File: config.mk
export PLATFORM = sky130hd
export DESIGN_NAME = periph_timer
export DESIGN_NICKNAME = d
export VERILOG_FILES = /design/src/rtl/periph_timer_pkg.sv /design/src/rtl/periph_timer_core.sv /design/src/rtl/periph_timer.sv
export SDC_FILE = /design/constraint.sdc
export NUM_CORES = 1
export LEC_CHECK = 0
export ABC_CLOCK_PERIOD_IN_PS = 3290
export BUFFER_PORTS_ARGS = -buffer_cell sky130_fd_sc_hd__buf_4
export CELL_PAD_IN_SITES_DETAIL_PLACEMENT = 0
export CELL_PAD_IN_SITES_GLOBAL_PLACEMENT = 2
export CORE_AREA = 3 3 149 151
export DETAILED_ROUTE_END_ITERATION = 10
export DIE_AREA = 0 0 152 154
export MAX_ROUTING_LAYER = met4
export PLACE_DENSITY = 0.81
export SLEW_MARGIN = 20
export SYNTH_ARGS = -nofsm -noshare
export SYNTH_HDL_FRONTEND = slang
export SYNTH_SLANG_ARGS = --single-unit
File: constraint.sdc
create_clock -name clk -period 3.29 [get_ports clk]
set_clock_uncertainty 0.2 [all_clocks]
set_input_delay 0.658 -clock clk [delete_from_list [all_inputs] [get_ports clk]]
set_output_delay 0.658 -clock clk [all_outputs]
set_load 0.02 [all_outputs]
File: src/rtl/periph_timer_pkg.sv
// Shared register map, TCON layout and address decode for the peripheral timer block.
package periph_timer_pkg;

  localparam int unsigned BUS_W    = 32;
  localparam int unsigned LED_W    = 8;
  localparam int unsigned SWITCH_W = 8;
  localparam int unsigned DIGI_W   = 12;
  localparam int unsigned TCON_W   = 3;

  localparam logic [BUS_W-1:0] ADDR_TH      = 32'h4000_0000;
  localparam logic [BUS_W-1:0] ADDR_TL      = 32'h4000_0004;
  localparam logic [BUS_W-1:0] ADDR_TCON    = 32'h4000_0008;
  localparam logic [BUS_W-1:0] ADDR_LED     = 32'h4000_000C;
  localparam logic [BUS_W-1:0] ADDR_SWITCH  = 32'h4000_0010;
  localparam logic [BUS_W-1:0] ADDR_DIGI    = 32'h4000_0014;
  localparam logic [BUS_W-1:0] ADDR_SYSTICK = 32'h4000_0018;

  localparam int unsigned TCON_EN_BIT = 0;
  localparam int unsigned TCON_IE_BIT = 1;
  localparam int unsigned TCON_IS_BIT = 2;

  // Field order mirrors the TCON bit indices above (is = bit 2, en = bit 0).
  typedef struct packed {
    logic is;
    logic ie;
    logic en;
  } tcon_t;

  typedef enum logic [2:0] {
    SEL_TH,
    SEL_TL,
    SEL_TCON,
    SEL_LED,
    SEL_SWITCH,
    SEL_DIGI,
    SEL_SYSTICK,
    SEL_NONE
  } reg_sel_t;

  // Word-aligned decode; the byte offset within a word is ignored.
  function automatic reg_sel_t decode(input logic [BUS_W-1:0] addr);
    logic [BUS_W-1:0] word;
    word = {addr[BUS_W-1:2], 2'b00};
    case (word)
      ADDR_TH:      return SEL_TH;
      ADDR_TL:      return SEL_TL;
      ADDR_TCON:    return SEL_TCON;
      ADDR_LED:     return SEL_LED;
      ADDR_SWITCH:  return SEL_SWITCH;
      ADDR_DIGI:    return SEL_DIGI;
      ADDR_SYSTICK: return SEL_SYSTICK;
      default:      return SEL_NONE;
    endcase
  endfunction

endpackage

File: src/rtl/periph_timer_core.sv
// Reloading up-counter: TH reload value, TL count, TCON enable / interrupt enable / status.
module periph_timer_core
  import periph_timer_pkg::*;
#(
  parameter int unsigned TIMER_W = 32
) (
  input  logic               clk,
  input  logic               reset,
  input  logic               wr_th,
  input  logic               wr_tl,
  input  logic               wr_tcon,
  input  logic [BUS_W-1:0]   wdata,
  output logic [TIMER_W-1:0] th,
  output logic [TIMER_W-1:0] tl,
  output tcon_t              tcon
);

  logic               reload;
  logic [TIMER_W-1:0] tl_next;
  tcon_t              tcon_next;

  // CPU writes take priority over reload and status set in the same cycle.
  always_comb begin
    reload    = tcon.en && (tl == '1);
    tl_next   = tl;
    tcon_next = tcon;

    if (wr_tl) begin
      tl_next = TIMER_W'(wdata);
    end else if (reload) begin
      tl_next = th;
    end else if (tcon.en) begin
      tl_next = tl + TIMER_W'(1);
    end

    if (wr_tcon) begin
      tcon_next.en = wdata[TCON_EN_BIT];
      tcon_next.ie = wdata[TCON_IE_BIT];
      // Software may only clear status, never set it.
      tcon_next.is = tcon.is & wdata[TCON_IS_BIT];
    end else if (reload && tcon.ie) begin
      tcon_next.is = 1'b1;
    end
  end

  always_ff @(posedge clk or negedge reset) begin
    if (!reset) begin
      th   <= '0;
      tl   <= '0;
      tcon <= '0;
    end else begin
      if (wr_th) begin
        th <= TIMER_W'(wdata);
      end
      tl   <= tl_next;
      tcon <= tcon_next;
    end
  end

endmodule

File: src/rtl/periph_timer.sv
// Memory-mapped peripheral: timer core plus LED, 7-segment, switch input and systick.
module periph_timer
  import periph_timer_pkg::*;
#(
  parameter int unsigned TIMER_W = 32
) (
  input  logic                reset,
  input  logic                clk,
  input  logic                rd,
  input  logic                wr,
  input  logic [BUS_W-1:0]    addr,
  input  logic [BUS_W-1:0]    wdata,
  output logic [BUS_W-1:0]    rdata,
  output logic [LED_W-1:0]    led,
  input  logic [SWITCH_W-1:0] switch,
  output logic [DIGI_W-1:0]   digi,
  output logic                irq,
  input  logic                kernel
);

  reg_sel_t            sel;
  logic [TIMER_W-1:0]  th;
  logic [TIMER_W-1:0]  tl;
  tcon_t               tcon;
  logic [TIMER_W-1:0]  systick;
  logic [SWITCH_W-1:0] switch_meta;
  logic [SWITCH_W-1:0] switch_sync;

  assign sel = decode(addr);

  periph_timer_core #(
    .TIMER_W (TIMER_W)
  ) u_core (
    .clk     (clk),
    .reset   (reset),
    .wr_th   (wr && (sel == SEL_TH)),
    .wr_tl   (wr && (sel == SEL_TL)),
    .wr_tcon (wr && (sel == SEL_TCON)),
    .wdata   (wdata),
    .th      (th),
    .tl      (tl),
    .tcon    (tcon)
  );

  // Interrupts are masked while executing in kernel mode.
  assign irq = tcon.ie & tcon.is & ~kernel;

  always_ff @(posedge clk or negedge reset) begin
    if (!reset) begin
      led         <= '0;
      digi        <= '0;
      systick     <= '0;
      switch_meta <= '0;
      switch_sync <= '0;
    end else begin
      if (wr && (sel == SEL_LED)) begin
        led <= wdata[LED_W-1:0];
      end
      if (wr && (sel == SEL_DIGI)) begin
        digi <= wdata[DIGI_W-1:0];
      end
      systick     <= systick + TIMER_W'(1);
      switch_meta <= switch;
      switch_sync <= switch_meta;
    end
  end

  // Combinational read mux, zero-extended, quiet when not reading.
  always_comb begin
    rdata = '0;
    if (rd) begin
      case (sel)
        SEL_TH:      rdata = BUS_W'(th);
        SEL_TL:      rdata = BUS_W'(tl);
        SEL_TCON:    rdata = BUS_W'(tcon);
        SEL_LED:     rdata = BUS_W'(led);
        SEL_SWITCH:  rdata = BUS_W'(switch_sync);
        SEL_DIGI:    rdata = BUS_W'(digi);
        SEL_SYSTICK: rdata = BUS_W'(systick);
        default:     rdata = '0;
      endcase
    end
  end

endmodule
# Word level (Yosys, flattened, before mapping)
# Cells that the tools add are included.
# Widths: inputs -> output; s select.
[classes]
n_addsub = 2
eq_ne = 14
mux = 8
bitwise = 4
n_reduce_logical = 10
[ops]
columns = ["operator", "n"]
rows = [
  ["$pmux 32 s7", 1],
  ["$eq 30x29->1 const B", 7],
  ["$mux 32", 4],
  ["$add 32x1->32 const B", 2],
  ["$eq 32x32->1 const B", 1],
  ["$pmux 3 s7", 1],
  ["$eq 3x3->1 const B", 3],
  ["$logic_and 1x1->1", 7],
  ["$eq 3x2->1 const B", 2],
  ["$and 1x1->1", 3],
  ["$eq 3x1->1 const B", 1],
  ["$logic_not 3->1", 1],
  ["$reduce_bool 3->1", 1],
  ["$mux 1", 2],
  ["$reduce_bool 2->1", 1],
  ["$not 1->1", 1],
]
[word_totals]
regBits = 135
output_inout_bits = 53
elab_cells = 48

# Longest topological paths before layout
# Gate-level depths: netlist of run 1.
[logic_depth]
depth_word = 5
ltp_mapped = 8
ltp_nobuf = 6

# Modules after synthesis
# A second synthesis of run 1 with hierarchy kept.
[unflattened]
hier_cells = 744
area_unflattened_um2 = 7583.5
[by_module_without_submodules]
columns = ["mod", "n_inst", "cells_per_inst", "area_per_inst_um2", "seq_area_each_um2"]
rows = [
  ["periph_timer", 1, 359, 3826.2, 1701.6],
  ["periph_timer_core", 1, 385, 3757.4, 1676.6],
]

# Least setup slack after synthesis of run 1
# OpenSTA, ideal clock, no wires.
[synth_timing]
path_kind = "input-to-output"
startpoint = "input addr[2]"
endpoint = "output rdata[0]"
arrival_time_ps = 2300
slack_ps = 132
path_stages = 6
n_path_buf = 3
cell_sequence = "clkbuf_1 -> clkbuf_1 -> buf_1 -> mux2i_1 -> o221a_2 -> nor2_1"
[synth_between]
elab_chain_cells = 5
elab_cells_between_ends = 17
cone_classes = "eq/ne: 13; mux: 3; reduce/logical: 1"
[synth_lines]
columns = ["item", "line_no", "source"]
rows = [
  ["from (decl)", "periph_timer.sv:11", "input logic [BUS_W-1:0] addr,"],
  ["$eq 30x29->1", "periph_timer_pkg.sv:44", "case (word)"],
  ["$pmux 3 s7 (*)", "periph_timer_pkg.sv:44", ""],
  ["$eq 3x3->1 (tied with other cells)", "periph_timer.sv:72", "case (sel)"],
  ["$pmux 32 s7 (*)", "periph_timer.sv:72", ""],
  ["$mux 32 (*)", "periph_timer.sv:71", "if (rd) begin"],
  ["to (decl)", "periph_timer.sv:13", "output logic [BUS_W-1:0] rdata,"],
]
# Mark *: on every way between the ends. The rest lies on a longest branch, timed or not.

# Worst setup path in the final report of run 1
[layout_timing]
startpoint = "input addr[12]"
endpoint = "output rdata[7]"
# The elaborated chain is that of the path after synthesis.

==> results of run 1 <==
-- through the flow --
step,area [µm²],hold slack (ps),std cells,utilization [%]
after floorplan,7569,131.2,749,-
after global placement,8980,132.2,1138,42.85
after detailed placement,8980,134.7,1138,42.85
after CTS,9583,6.357,1170,45.73
after global routing,9598,25.34,1170,45.80
final,9598,5.928,1170,45.80
-- cell usage after synthesis (3+ instances only) --
master / instances / area (µm²)
nand4_1: 17 / 106.4
a22oi_1: 32 / 240.2
nor4_1: 21 / 131.4
o31ai_1: 8 / 60.06
dfrtp_1: 135 / 3378
and2_1: 4 / 25.02
o22a_1: 5 / 43.79
buf_1: 5 / 18.77
clkbuf_1: 33 / 123.9
a22o_1: 7 / 61.31
mux2i_1: 30 / 300.3
o32ai_1: 6 / 52.55
nand3_1: 31 / 155.2
nor2b_1: 20 / 125.1
nor2_1: 64 / 240.2
o22ai_1: 5 / 31.28
nor3_1: 21 / 105.1
a211oi_1: 5 / 37.54
inv_1: 11 / 41.29
mux2_1: 3 / 33.78
and4_1: 14 / 122.6
mux2_2: 73 / 822.0
and3_1: 10 / 62.56
xnor2_1: 20 / 175.2
nand2_1: 41 / 153.9
nand2b_1: 4 / 25.02
a21oi_1: 20 / 100.1
buf_2: 7 / 35.03
nor4b_1: 5 / 43.79
o21ai_1: 6 / 30.03
o31a_1: 3 / 26.28
xor2_1: 19 / 166.4
o21ai_0: 28 / 140.1
-- cells by family after synthesis --
logic type      Yosys count  synth area share, %
mux                     106                15.28
fa+ha+maj                 2               0.3306
flops                   135                44.64
simple gates            270                19.61
xor+xnor                 39                4.513
compound gates          139                12.45
buf+inv                  58                3.191
-- sequential cells by signal, summed over array words and instances (netlist names) --
register / cells
switch_sync: 8
led: 8
digi: 12
u_core.tl: 32
u_core.tcon: 3
u_core.th: 32
switch_meta: 8
systick: 32
-- path summary, 6_finish.rpt --
| path | startpoint | to | slack [ps] | depth (start not counted) |
|---|---|---|---|---|
| max | addr[12] | rdata[7] | 170 | 8 |
| max in group asynchronous | reset | u_core.tl[10] | 2150 | 2 |
| min | reset | u_core.th[27] | 6 | 1 |
| min reg2reg | switch_meta[2] | switch_sync[2] | 150 | 0 |
| min in group clk | switch[2] | switch_meta[2] | 140 | 1 |
| max reg2reg | u_core.tl[13] | u_core.tl[29] | 520 | 6 |
-- power groups by stage --
stage               Sequential (mW)  Combinational [mW]  Clock, mW
CTS                            1.67               0.214       2.00
global placement               1.70               0.210          0
global route                   1.67               0.231       2.08
finish                         1.67               0.213       1.96
floorplan                      1.70              0.0631          0
detailed placement             1.70               0.213          0
-- routing by layer --
layer  wire length (µm)  track usage (%)  vias to the layer above  share of wire [%]
li1                   -                -                     3048                  -
met1              10880            28.48                     3291                 45
met2              11430            32.96                      230                 48
met3               1196            3.884                       27                5.0
met4                459            6.678                        0                1.9
met5                  0                -                        -                  0
-- area by class of cell --
class,instances,share of cell area [%]
Multi-Input combinational cell,556,41.48
Sequential cell,135,35.20
Timing Repair Buffer,161,13.02
Clock buffer,18,4.576
Tap cell,275,3.585
Clock inverter,14,1.708
Inverter,11,0.4302
-- worst max-delay path, cell delays in order --
cell,delay [ps]
buf_4,110
nor4b_1,300
nand4_1,270
nor2_2,220
nand3_1,180
buf_12,200
nor2_1,160
buf_4,170
-- repair_timing --
action                                  CTS  global route
hold buffers                              0             0
endpoints found under the setup margin    0            31
resized for setup                         0             3
==> impl_metrics.csv, run 1 <==
group,metric,value,unit
synthesis,syn_area,7569,µm²
finish,final_net_count,961,
sta,worst_slack,165.1,ps
synthesis,seq_area_frac_synth,44.64,%
sta,final-setup-viol-count,0,
cts,cts.sinks,135,
grt,grt_pass1_wl,38.44,mm
placement,gp_congestion,0.8647,
finish,diodes,0,
synthesis,synth_edf_count,0,
floorplanning,ioPinCount,130,
synthesis,synth_cell_type_count,61,
power_and_ir_drop,leakagePower,4.325,nW
synthesis,ys_warn_count,0,
outcome,status,"completed",
power_and_ir_drop,p_int,2.920,mW
grt,grt_overflow,0,
detailed_routing,post-route-drc-count,0,
cts,cts.root.buffer_cell,"clkbuf_16",
floorplanning,die_x,152,µm
finish,area_growth,26.81,%
finish,layout.area.seq,3378,µm²
sta,worstMarginPinSlew,694.1,ps
setup_path,critPathKind,"primary input to output pin",
finish,layout_commonest_cell,"buf_4",
hold_path,hold_path_class,"primary input to async pin",
grt,grt_max_degree,56,
synthesis,synth_seq_cells,135,
detailed_routing,viasPerCell,5.638,
detailed_routing,first_iter_violations,439,
synthesis,async_flop_share,100.0,%
cts,clockBufferDepth,2,
finish,drive_gt1_share,31.17,%
detailed_routing,final_antenna_net_count,0,
sta,fin_crit_sh,94.98,%
detailed_routing,wire_per_inst,20.48,µm
grt,grt_pass1_vias,6710,
finish,multi_input_area,3981,µm²
power_and_ir_drop,power_density,400.8,nW/µm²
flow_run,drv_cap,0,
grt,antenna_found_initial,0,
synthesis,synth_fp_nets,828,
cts,cts_max_level,4,
floorplanning,dieArea,23410,µm²
setup_path,worstPathRequired,2430,ps
sta,fmax,320.0,MHz
detailed_routing,firstDrtPassIters,5,
floorplanning,fp.dieH,154,µm
power_and_ir_drop,seq_power_share,43.5,%
finish,final_cell_mix,"buf_4 (157), dfrtp_1 (135), mux2_2 (73), nor2_1 (63), nand2_1 (41)",
floorplanning,initial_utilization,36.12,%
power_and_ir_drop,totalPowerFinal,3.847,mW
placement,port_buffers,127,
cts,cts_setup_buffers,0,
power_and_ir_drop,power_switching,0.9262,mW
sta,relSlewSlack,53.37,%
power_and_ir_drop,p_comb_share,5.5,%
synthesis,synth_cells,749,
synthesis,synthFlopType,"dfrtp_1",
cts,clk_latency,420,ps
finish,num-fill-cells,2026,
floorplanning,rows,53,
cts,numCtsBuffers,17,
sta,rsz0062_at_grt,"no",
setup_path,startpoint_type,"primary input",
cts,cts.clk_slew.worst_paths,60,ps
synthesis,syn_area_per_cell,10.10,µm²
placement,dp_hpwl,17.69,mm
power_and_ir_drop,switching_share,24.08,%
sta,hold_violations,0,
setup_path,cp_max_fo,26,
sta,drv_slew,0,
setup_path,endpoint_kind,"output pin",
detailed_routing,routed_wl,23.97,mm
placement,dp_slack,56.30,ps
sta,fin_setup_tns,0,ps
sta,min_period,3125,ps
power_and_ir_drop,clock_power_share,51.0,%
grt,grt_usage,21.26,%
cts,cts_tree,"done",
detailed_routing,vias,6596,
power_and_ir_drop,ir_worst_vdd,0.3298,mV
setup_path,arrival,2270,ps
floorplanning,core,20960,µm²
Note: power is estimated with default switching activity, not from simulation.
==> run 2, diff against run 1 <==
Settings changed: BUFFER_PORTS_ARGS -buffer_cell sky130_fd_sc_hd__buf_4 to -buffer_cell sky130_fd_sc_hd__buf_2.
==> run 2 against run 1 <==
Effect of this change:
- clock power about the same
- sequential share of layout area is 1.1 points higher
- fmax rose by 1.3%
- non-clock buffer count is 1 higher
- worst setup slack better by 39 ps
- largest cell class unchanged
==> impl_metrics.csv, run 2 (synthesis gave the netlist of run 1 again) <==
group,metric,value,unit
sta,fmax,324.1,MHz
detailed_routing,wire_per_inst,19.85,µm
placement,dpl_cell_area,8697,µm²
power_and_ir_drop,leakagePower,4.281,nW
finish,postLayoutCellArea,9305,µm²
cts,cts.root.buffer_cell,"clkbuf_16",
sta,drv_slew,0,
cts,numCtsBuffers,17,
grt,grt_max_degree,64,
sta,relSlewSlack,45.21,%
grt,antenna_found_initial,0,
sta,fin_crit_sh,93.78,%
setup_path,cp_top_family,"simple AND/OR/NAND/NOR gates",
finish,final_cell_mix,"dfrtp_1 (135), buf_2 (126), mux2_2 (73), nor2_1 (64), nand2_1 (41)",
floorplanning,fp.dieH,154,µm
sta,worstMarginPinSlew,815.6,ps
hold_path,hold_path_class,"primary input to async pin",
floorplanning,die_x,152,µm
detailed_routing,post-route-drc-count,0,
finish,reg_top3,"systick x32, u_core.th x32, u_core.tl x32",
setup_path,endpoint_kind,"output pin",
floorplanning,ioPinCount,130,
finish,area_growth,22.95,%
detailed_routing,routed_wl,23.24,mm
placement,dp_hpwl,17.01,mm
detailed_routing,first_iter_violations,387,
setup_path,slowest_stage,"nor4b_1",
finish,final_net_count,962,
setup_path,worstPathRequired,2430,ps
floorplanning,core,20960,µm²
cts,cts.clk_slew.worst_paths,70,ps
setup_path,startpoint_type,"primary input",
setup_path,arrival,2230,ps
floorplanning,dieArea,23410,µm²
floorplanning,rows,53,
setup_path,cp_slowest_stage_delay,300,ps
setup_path,cp_max_fo,26,
placement,gp_congestion,0.8618,
placement,dp.cells,1139,
grt,grt_pass1_vias,6515,
sta,min_period,3085,ps
detailed_routing,vias,6437,
placement,port_buffers,127,
grt,grt_pass1_wl,37.21,mm
grt,grt_usage,20.68,%
finish,diodes,0,
cts,cts_tree,"done",
cts,cts.sinks,135,
flow_run,drv_cap,0,
outcome,status,"completed",
power_and_ir_drop,ir_worst_vdd,0.2844,mV
sta,rsz0062_at_grt,"no",
grt,grt_overflow,0,
detailed_routing,firstDrtPassIters,5,
detailed_routing,final_antenna_net_count,0,
sta,fin_setup_tns,0,ps
finish,layout_commonest_cell,"dfrtp_1",
finish,post-route-util,44.41,%
sta,final-setup-viol-count,0,
setup_path,critPathKind,"primary input to output pin",
sta,hold_violations,0,
floorplanning,initial_utilization,36.12,%
power_and_ir_drop,power_density,410.7,nW/µm²
cts,holdBufCountCts,0,
cts,clk_latency,430,ps
finish,finalNonFillerCells,1171,
cts,clockBufferDepth,2,
cts,cts_max_level,4,
detailed_routing,viasPerCell,5.497,
finish,drive_gt1_share,31.03,%
setup_path,crit_chain,"buf_2 > nor4b_1 > nand4_1 > nor2_1 > nand3_1 > buf_12 > nor2_1 > buf_2",
cts,post_cts_resized,0,
setup_path,crit_buf_inv,3,
cts,cts_setup_buffers,0,
==> run 2: cell types whose count changed in the layout (fill, tap and decap cells not counted), sizes merged <==
| cell | delta |
|---|---|
| clkbuf | -1 |
| clkinvlp | +1 |
| bufinv | -1 |
| clkinv | -4 |
| inv | +5 |
| buf | +1 |
==> run 2: layer usage <==
metal,vias up,track usage (%),wire length [µm]
met5,-,-,0
met2,189,31.73,10890
li1,3069,-,-
met3,23,4.250,1104
met1,3156,27.98,10800
met4,0,5.736,444
==> run 2: per-stage QoR <==
step	setup WS [ps]	power, mW	hold slack [ps]
floorplan	131.5	1.766	131.2
global placement	134.5	1.895	132.2
detailed placement	165.1	1.895	135.5
CTS	161.1	3.871	27.10
global route	12.97	3.973	43.29
finish	204.6	3.822	5.074
==> run 2: layout make-up <==
type	instances	area, µm²
Clock buffer	17	425.4
Clock inverter	15	176.4
Fill cell	2096	11650
Inverter	11	41.29
Multi-Input combinational cell	556	3973
Sequential cell	135	3378
Tap cell	275	344.1
Timing Repair Buffer	162	967.2
==> run 2: power by group <==
part           switching (mW)  total, mW  internal [mW]
Combinational           0.118      0.190         0.0718
Clock                   0.868       1.96           1.09
Sequential            0.00307       1.67           1.67
Total                   0.989       3.82           2.83
==> run 2: worst reg2reg max path, stage by stage, from the launching register on <==
cell and delay [ps]:
dfrtp_1 450, and2_0 390, nand4_1 410, nor4_4 680
buf_4 310, nor4_1 80, nor3_1 220
==> run 2: worst paths after layout <==
kind,endpoint,cells after the start,start,slack [ps]
hold reg to reg,switch_sync[7],0,switch_meta[7],150
setup / recovery,rdata[24],8,addr[12],200
hold / removal,u_core.tl[27],1,reset,5
min in group clk,switch_meta[6],1,switch[6],120
setup reg to reg,u_core.tl[25],6,u_core.tl[12],460
max in group asynchronous,u_core.th[0],2,reset,2080
==> run 3, diff against run 2 <==
--- a/config.mk
+++ b/config.mk
@@ -10,9 +10,10 @@
 export CELL_PAD_IN_SITES_DETAIL_PLACEMENT = 0
 export CELL_PAD_IN_SITES_GLOBAL_PLACEMENT = 2
-export CORE_AREA = 3 3 149 151
+export CORE_AREA = 3 3 148 150
+export CTS_BUF_LIST = sky130_fd_sc_hd__clkbuf_8
 export DETAILED_ROUTE_END_ITERATION = 10
-export DIE_AREA = 0 0 152 154
+export DIE_AREA = 0 0 151 153
 export MAX_ROUTING_LAYER = met4
-export PLACE_DENSITY = 0.81
+export PLACE_DENSITY = 0.83
 export SLEW_MARGIN = 20
 export SYNTH_ARGS = -nofsm -noshare
==> constraint.sdc (replaced) <==
create_clock -name clk -period 3.29 [get_ports clk]
set_clock_uncertainty 0.2 [all_clocks]
set_input_delay 0 -clock clk [delete_from_list [all_inputs] [get_ports clk]]
set_output_delay 0 -clock clk [all_outputs]
set_load 0.02 [all_outputs]
==> run 3 against run 2 <==
Effect of this change:
- utilization rose by 1.4 points
- flip-flop and latch count did not move
- non-clock buffer count rose by 42
- die area fell by 1.3%
- sequential power barely moved
==> impl_metrics.csv, run 3 (synthesis gave the netlist of run 1 again) <==
group,metric,value,unit
outcome,status,"completed",
finish,num-fill-cells,2020,
sta,fmax,327.4,MHz
hold_path,hold_path_class,"primary input to async pin",
placement,dp_slack,642.3,ps
finish,post-route-util,45.83,%
finish,diodes,0,
cts,clockBufferDepth,2,
placement,gp_congestion,0.8610,
setup_path,cp_max_fo,22,
floorplanning,rows,53,
flow_run,drv_cap,0,
setup_path,critPathKind,"primary input to flop",
detailed_routing,final_antenna_net_count,0,
sta,rsz0062_at_grt,"no",
detailed_routing,post-route-drc-count,0,
grt,grt_usage,21.16,%
detailed_routing,vias,6637,
finish,drive_gt1_share,28.36,%
finish,finalNonFillerCells,1213,
setup_path,r2r-start,"u_core.tl[5]",
grt,grt_pass1_wl,37.27,mm
placement,dpl_cell_area,8559,µm²
grt,grt_overflow,0,
grt,grt_pass1_vias,6692,
setup_path,endpoint_kind,"flop",
sta,min_period,3054,ps
detailed_routing,routed_wl,23.53,mm
finish,layout.area.seq,3378,µm²
grt,grt_max_degree,109,
finish,postLayoutCellArea,9543,µm²
power_and_ir_drop,clock_power_share,46.1,%
floorplanning,ioPinCount,130,
power_and_ir_drop,p_comb_share,6.4,%
detailed_routing,wire_per_inst,19.40,µm
finish,area_growth,26.09,%
cts,cts.root.buffer_cell,"clkbuf_8",
power_and_ir_drop,switching_share,23.93,%
power_and_ir_drop,power_density,369.2,nW/µm²
placement,port_buffers,127,
power_and_ir_drop,ir_worst_vdd,0.2382,mV
detailed_routing,firstDrtPassIters,4,
detailed_routing,viasPerCell,5.472,
setup_path,r2r_cells,5,
power_and_ir_drop,leakagePower,4.367,nW
sta,fin_setup_tns,0,ps
placement,dp.cells,1129,
sta,worstMarginPinSlew,903.6,ps
cts,clk_latency,450,ps
sta,relSlewSlack,39.76,%
placement,dp_hpwl,16.62,mm
cts,cts_tree,"done",
detailed_routing,first_iter_violations,298,
grt,antenna_found_initial,0,
floorplanning,dieArea,23100,µm²
sta,drv_slew,0,
floorplanning,core,20820,µm²
sta,hold_violations,0,
setup_path,startpoint_type,"primary input",
power_and_ir_drop,p_int,2.680,mW
finish,layout_commonest_cell,"dfrtp_1",
floorplanning,die_x,151,µm
finish,multi_input_area,3966,µm²
power_and_ir_drop,power_switching,0.8432,mW
sta,fin_crit_sh,92.84,%
setup_path,arrival,3180,ps
finish,reg_top3,"systick x32, u_core.th x32, u_core.tl x32",
floorplanning,fp.dieH,153,µm
finish,final_cell_mix,"dfrtp_1 (135), buf_2 (126), mux2_2 (73), nor2_1 (64), dlygate4sd3_1 (52)",
cts,post_cts_resized,0,
floorplanning,initial_utilization,36.35,%
setup_path,worstPathRequired,3410,ps
cts,cts.sinks,135,
setup_path,rrSetupSlack,590,ps
power_and_ir_drop,seq_power_share,47.4,%
sta,final-setup-viol-count,0,
setup_path,worstReg2RegEnd,"u_core.tl[16]",
finish,final_net_count,1004,
cts,numCtsBuffers,17,
cts,cts.clk_slew.worst_paths,90,ps
cts,cts_setup_buffers,0,
sta,worst_slack,235.5,ps
cts,cts_max_level,4,
[run 3: cell types whose count changed in the layout (fill, tap and decap cells not counted), sizes merged]
cell,previous run,this run
bufinv,1,5
dlygate4sd3,0,52
clkbuf,17,18
clkinv,2,5
buf,162,151
inv,22,15
[run 3: metrics by stage]
step	power, mW	hold slack, ps
6_report	3.523	23.96
5_1_grt	3.647	65.11
4_1_cts	3.555	56.66
3_5_place_dp	1.887	-90.69
3_3_place_gp	1.885	-92.49
2_1_floorplan	1.766	-495.6
[run 3: final cells by class]
cell class | instances | share of cell area [%]
multi-input cells | 556 | 41.56
flip-flops and latches | 135 | 35.40
repair buffers | 204 | 14.17
well taps | 275 | 3.606
clock buffers | 17 | 2.452
clock inverters | 15 | 2.373
inverters | 11 | 0.4327
[run 3: worst max-delay path by stage]
| stage | from | end | cells after the start |
|---|---|---|---|
| 5_1_grt | addr[23] | u_core.tl[5] | 10 |
| 3_5_place_dp | u_core.tl[1] | u_core.tl[5] | 6 |
| 6_report | addr[23] | u_core.tl[5] | 10 |
| 3_3_place_gp | u_core.tl[5] | u_core.tl[16] | 5 |
| 2_1_floorplan | u_core.tl[1] | u_core.tl[15] | 8 |
| 4_1_cts | addr[23] | u_core.tl[5] | 10 |
[run 3: power by group through the flow]
stage / combinational (mW) / clock [mW] / sequential [mW]
6_report: 0.227 / 1.63 / 1.67
3_5_place_dp: 0.183 / 0 / 1.70
5_1_grt: 0.249 / 1.73 / 1.67
4_1_cts: 0.229 / 1.66 / 1.67
2_1_floorplan: 0.0631 / 0 / 1.70
3_3_place_gp: 0.182 / 0 / 1.70
[run 3: what timing repair did]
item / 4_1_cts / 5_1_grt
hold buffers: 52 / 0
endpoints found under the hold margin: 201 / 0
endpoints found under the setup margin: 0 / 0
[run 3: worst max-delay path, stage by stage]
cell           delay (ps)
dlygate4sd3_1         530
buf_2                 120
nor4_1                220
dlygate4sd3_1         600
nand4_1                60
dlygate4sd3_1         570
buf_4                 190
or2_2                 540
mux2i_1               230
o21ai_0               120
[run 3: layer usage]
metal | GRT usage, % | up-vias | part of all wire, %
li1 | - | 3141 | -
met1 | 29.44 | 3310 | 48
met2 | 32.35 | 159 | 46
met3 | 3.113 | 27 | 3.7
met4 | 5.829 | 0 | 1.8
met5 | - | - | 0
